--- config.mk ---
export PLATFORM = sky130hd
export DESIGN_NAME = traffic_phase_scheduler
export DESIGN_NICKNAME = d
export VERILOG_FILES = /design/src/rtl/traffic_pkg.sv /design/src/rtl/phase_timer.sv /design/src/rtl/traffic_phase_scheduler.sv
export SDC_FILE = /design/constraint.sdc
export NUM_CORES = 1
export LEC_CHECK = 0
export ABC_AREA = 1
export CELL_PAD_IN_SITES_DETAIL_PLACEMENT = 1
export CELL_PAD_IN_SITES_GLOBAL_PLACEMENT = 1
export CORE_ASPECT_RATIO = 0.75
export CORE_MARGIN = 3
export CORE_UTILIZATION = 31
export CTS_CLUSTER_DIAMETER = 80
export CTS_CLUSTER_SIZE = 12
export DETAILED_ROUTE_END_ITERATION = 7
export PLACE_DENSITY_LB_ADDON = 0.08
export SYNTH_ARGS = -nofsm -noshare
export SYNTH_HDL_FRONTEND = slang
export SYNTH_SLANG_ARGS = --single-unit
--- constraint.sdc ---
create_clock -name clk -period 1.5 [get_ports clk]
set_input_delay 0.15 -clock clk [delete_from_list [all_inputs] [get_ports clk]]
set_output_delay 0.15 -clock clk [all_outputs]
set_load 0.01 [all_outputs]
--- src/rtl/traffic_pkg.sv ---
// traffic_pkg: lamp and phase types plus lamp decode helpers for traffic_phase_scheduler.
package traffic_pkg;

    typedef enum logic [1:0] {GREEN = 2'b00, YELLOW = 2'b01, RED = 2'b10} light_t;

    typedef enum logic [2:0] {
        A_GREEN, A_YELLOW, ALLRED_AB, B_GREEN, B_YELLOW, ALLRED_BA
    } phase_t;

    function automatic light_t la_of(phase_t p);
        if (p == A_GREEN) return GREEN;
        if (p == A_YELLOW) return YELLOW;
        return RED;
    endfunction

    function automatic light_t lb_of(phase_t p);
        if (p == B_GREEN) return GREEN;
        if (p == B_YELLOW) return YELLOW;
        return RED;
    endfunction

endpackage

--- src/rtl/phase_timer.sv ---
// phase_timer: cycles-in-phase counter with clear and saturation, plus green compare flags.
module phase_timer #(
    parameter int WIDTH = 6,
    parameter int MIN_T = 7,
    parameter int SAT   = 31
) (
    input  logic             clk,
    input  logic             rst,
    input  logic             i_clr,
    output logic [WIDTH-1:0] o_t,
    output logic             o_ge_min,
    output logic             o_at_max
);

    logic [WIDTH-1:0] r_t;

    always_ff @(posedge clk or posedge rst) begin
        if (rst) r_t <= '0;
        else     r_t <= i_clr ? '0 : (o_at_max ? r_t : r_t + 1'b1);
    end

    assign o_t      = r_t;
    assign o_ge_min = r_t >= WIDTH'(MIN_T);
    assign o_at_max = r_t == WIDTH'(SAT);

endmodule

--- src/rtl/traffic_phase_scheduler.sv ---
// traffic_phase_scheduler: two-street green/yellow/all-red sequencer with sensor-extended green.
// Emergency preemption is built only when TRAFFIC_PREEMPT_EN is defined.
module traffic_phase_scheduler
    import traffic_pkg::*;
#(
    parameter int MIN_GREEN  = 8,
    parameter int MAX_GREEN  = 32,
    parameter int YELLOW_CYC = 4,
    parameter int ALLRED_CYC = 2
) (
    input  logic       clk,
    input  logic       reset,
    input  logic       TA,
    input  logic       TB,
    input  logic       preempt_req,
    input  logic       preempt_dir,
    output logic [1:0] LA,
    output logic [1:0] LB,
    output logic [2:0] phase,
    output logic       preempt_ack
);

    localparam int W = $clog2(MAX_GREEN + 1);
    localparam logic PRE_EN =
`ifdef TRAFFIC_PREEMPT_EN
        1'b1;
`else
        1'b0;
`endif

    phase_t         r_phase;
    phase_t         w_next;
    logic [W-1:0]   w_t;
    logic           w_ge_min;
    logic           w_at_max;
    logic           w_hold_a;
    logic           w_hold_b;

    assign w_hold_a = PRE_EN && preempt_req && !preempt_dir;
    assign w_hold_b = PRE_EN && preempt_req && preempt_dir;

    phase_timer #(.WIDTH(W), .MIN_T(MIN_GREEN - 1), .SAT(MAX_GREEN - 1)) u_timer (
        .clk      (clk),
        .rst      (reset),
        .i_clr    (w_next != r_phase),
        .o_t      (w_t),
        .o_ge_min (w_ge_min),
        .o_at_max (w_at_max)
    );

    // A hold request for the served street overrides both its sensor and MAX_GREEN.
    always_comb begin
        w_next = r_phase;
        case (r_phase)
            A_GREEN:   if (w_hold_b || (!w_hold_a && ((w_ge_min && !TA) || w_at_max))) w_next = A_YELLOW;
            A_YELLOW:  if (w_t == W'(YELLOW_CYC - 1)) w_next = ALLRED_AB;
            ALLRED_AB: if (w_t == W'(ALLRED_CYC - 1)) w_next = w_hold_a ? A_GREEN : B_GREEN;
            B_GREEN:   if (w_hold_a || (!w_hold_b && ((w_ge_min && !TB) || w_at_max))) w_next = B_YELLOW;
            B_YELLOW:  if (w_t == W'(YELLOW_CYC - 1)) w_next = ALLRED_BA;
            ALLRED_BA: if (w_t == W'(ALLRED_CYC - 1)) w_next = w_hold_b ? B_GREEN : A_GREEN;
            default:   w_next = A_GREEN;
        endcase
    end

    always_ff @(posedge clk or posedge reset) begin
        if (reset) r_phase <= A_GREEN;
        else       r_phase <= w_next;
    end

    assign phase       = r_phase;
    assign LA          = la_of(r_phase);
    assign LB          = lb_of(r_phase);
    assign preempt_ack = (w_hold_a && r_phase == A_GREEN) || (w_hold_b && r_phase == B_GREEN);

endmodule

==> results of run 1 <==
state kept, by name, summed over array words and instances, names as in the netlist:
signal,count
u_timer.o_t,6
phase,3
cells in the mapped netlist (2+ instances only):
cell type	n	area share, %
nor2_1	14	7.6
o21ai_0	3	2.2
nand2_1	22	12
inv_2	4	2.2
dfrtp_1	9	33
nor2_2	4	3.6
nand2_2	3	2.7
nor3_1	3	2.2
ha_1	3	5.4
nand3_1	4	2.9
nand3_2	3	4.4
inv_1	13	7.1
nor3_2	2	2.9
repair_timing:
item / CTS / global route
buffers inserted: 6 / 4
setup endpoints to repair: 13 / 10
gates resized for setup: 32 / 24
pin swaps: 10 / 11
routing by layer:
| layer | wire, um | up-vias |
|---|---|---|
| li1 | - | 370 |
| met1 | 1120 | 367 |
| met2 | 1120 | 19 |
| met3 | 91 | 4 |
| met4 | 19 | 0 |
| met5 | 0 | - |
cell families after synthesis:
family          count (synthesis)  share of synthesized area, %
mux                             1                          1.45
flops                           9                          32.7
other cells                     1                         0.544
xor+xnor                        1                          1.27
buf+inv                        18                          10.3
fa+ha+maj                       3                          5.45
compound gates                  5                          3.99
simple gates                   59                          44.3
cell type report:
type,instances,area [sq um],area share [%]
clock buffers,3,22.5,1.98
clock inverters,1,5.00,0.440
well taps,24,30.0,2.64
flip-flops and latches,9,233,20.4
multi-input cells,70,514,45.2
repair buffers,32,268,23.5
inverters,17,66.3,5.82
through the flow:
stage / cell area, sq um / power [mW] / hold slack (ns) / setup slack (ns) / cells
finish: 1140 / 1.72 / 0.149 / -0.119 / 156
global route: 1140 / 1.85 / 0.157 / -0.232 / 156
CTS: 1060 / 1.54 / 0.152 / -0.146 / 153
detailed placement: 917 / 1.16 / 0.437 / -0.189 / 144
global placement: 917 / 1.13 / 0.435 / -0.141 / 144
floorplan: 689 / 0.784 / -0.0221 / 0.0167 / 97
power by group:
part           internal [mW]  switching [mW]  leakage (nW)
Clock                 0.0983          0.0855        0.0177
Combinational          0.554           0.592         0.432
Sequential             0.302          0.0877         0.113
worst max-delay path: cells and delay by family (launching register included):
family	cells	cell delay (ns)
adders and majority gates	1	0.16
buffers and inverters	2	0.18
DFF	1	0.47
and+or+nand+nor	9	0.68
worst min path at each step:
stage / startpoint / end / slack (ns) / depth (start not counted)
after global routing: reset / u_timer.o_t[4]$_DFFE_PP0P_ / 0.16 / 2
final: reset / u_timer.o_t[2]$_DFFE_PP0P_ / 0.15 / 2
after detailed placement: reset / u_timer.o_t[0]$_DFFE_PP0P_ / 0.44 / 2
after CTS: reset / u_timer.o_t[5]$_DFFE_PP0P_ / 0.15 / 2
after floorplan: reset / phase[0]$_DFF_PP0_ / -0.02 / 1
after global placement: reset / u_timer.o_t[0]$_DFFE_PP0P_ / 0.43 / 2
==> impl_metrics.env, run 1 <==
export IMPL_grt_pass1_wl_um=3530
export IMPL_dr_total_vias=760
export IMPL_synth_async_reset_ratio_pct=100
export IMPL_p_leak_nw=0.563
export IMPL_num_antenna_cells=0
export IMPL_yosysSeqAreaShare_pct=32.7
export IMPL_ys_types=23
export IMPL_r2r_setup_slack_ns=-0.12
export IMPL_cp_arrival_ns=1.76
export IMPL_rows=14
export IMPL_fin_setup_tns_ns=-0.715
export IMPL_min_period_ns=1.62
export IMPL_wirelength_um=2350
export IMPL_synth_cell_area_sq_um=689
export IMPL_grt_max_degree=10
export IMPL_cp_required_ns=1.64
export IMPL_use_met3_pct=2.47
export IMPL_syn_inst=97
export IMPL_vias_per_cell=4.87
export IMPL_end_kind="flop"
export IMPL_path_clk_slew_ns=0.06
export IMPL_hold_path_class="in2async"
export IMPL_timing_rr_start="u_timer.o_t[0]$_DFFE_PP0P_"
export IMPL_antenna_found_initial=0
export IMPL_clkLatencyLatePin_ns=0.26
export IMPL_cts_sinks=9
export IMPL_cts_root_buf="clkbuf_4"
export IMPL_drive_above_1_share_pct=55.3
export IMPL_cpPeakStageDelay_ns=0.47
export IMPL_grt_met2_usage_pct=28.9
export IMPL_grt_pass1_vias=752
export IMPL_setup_slack_ns=-0.119
export IMPL_clock_skew_ns=0.000917
export IMPL_worst_path_most_repeated_cell="nand2_2"
export IMPL_ys_ff_latch=9
export IMPL_utilization_pct=55.6
export IMPL_start_util_pct=33.6
export IMPL_outcome="complete, but fails checks"
export IMPL_core_sq_um=2050
export IMPL_reg2reg_to="u_timer.o_t[0]$_DFFE_PP0P_"
export IMPL_cts_tree="yes"
export IMPL_crit_chain="buf_6 -> ha_4 -> nand3_4 -> inv_2 -> nand2_2 -> nand2_2 -> nor2_2 -> nand3_2 -> nand2_2 -> nand2_2 -> nand2_4 -> nor2_1"
export IMPL_nFillCells=256
export IMPL_rsz0062_at_grt="yes"
export IMPL_die_w_um=60.5
export IMPL_endpoint="u_timer.o_t[0]$_DFFE_PP0P_"
export IMPL_grtUsageMet1_pct=23.8
export IMPL_gp_congestion=0.803
export IMPL_layout_commonest_cell="buf_4"
export IMPL_power_density_nw_per_um2=1510
export IMPL_crit_type="reg2reg"
export IMPL_drtAntennaViolNets=0
export IMPL_io_pins=14
export IMPL_synth_edf_count=0
export IMPL_nets=142
export IMPL_finalCritPeriodShare_pct=108
export IMPL_syn_to_final_growth_pct=65.2
export IMPL_wl_per_cell_um=15.1
export IMPL_dp_hpwl_um=1440
export IMPL_first_iter_violations=15
export IMPL_ir_drop_mv=0.917
export IMPL_synth_avg_cell_area_sq_um=7.11
export IMPL_gr_max_usage_layer="met2"
export IMPL_h_tree_depth=1
export IMPL_crit_path_top_delay_cell="dfrtp_2"
export IMPL_fmax_mhz=618
export IMPL_crit_fanout=6
export IMPL_synthesis_nets=106
export IMPL_yosysWarnings=0
export IMPL_start_kind="flop"
export IMPL_slew_violations=0
export IMPL_overflow=0
export IMPL_max_cap_violations=0
export IMPL_synth_ff_type="dfrtp_1"
export IMPL_hold_viol=0
export IMPL_track_usage_pct=17.5
export IMPL_setup_viol=7
export IMPL_cts_path_max_buffers=2
export IMPL_violations="setup timing"
export IMPL_die_area_sq_um=2830
export IMPL_layout_common_cells="buf_4, nand2_1, inv_1"
export IMPL_hold_buffers=0
export IMPL_critPathLaunch="u_timer.o_t[0]$_DFFE_PP0P_"
export IMPL_reg2regPathDepth=12
export IMPL_die_h_um=46.8
export IMPL_io_buffers=10
export IMPL_drcViolationCount=0
export IMPL_first_pass_iters=4
export IMPL_numCtsBuffers=3
No activity file was read; power rests on OpenSTA's default activity.
==> run 2, diff against run 1 <==
--- a/config.mk
+++ b/config.mk
@@ -6,6 +6,7 @@
 export NUM_CORES = 1
 export LEC_CHECK = 0
 export ABC_AREA = 1
+export CAP_MARGIN = 20
 export CELL_PAD_IN_SITES_DETAIL_PLACEMENT = 1
 export CELL_PAD_IN_SITES_GLOBAL_PLACEMENT = 1
 export CORE_ASPECT_RATIO = 0.75
==> results of run 2 <==
Same layout as run 1: the final DEF is identical, and so are final timing and power.
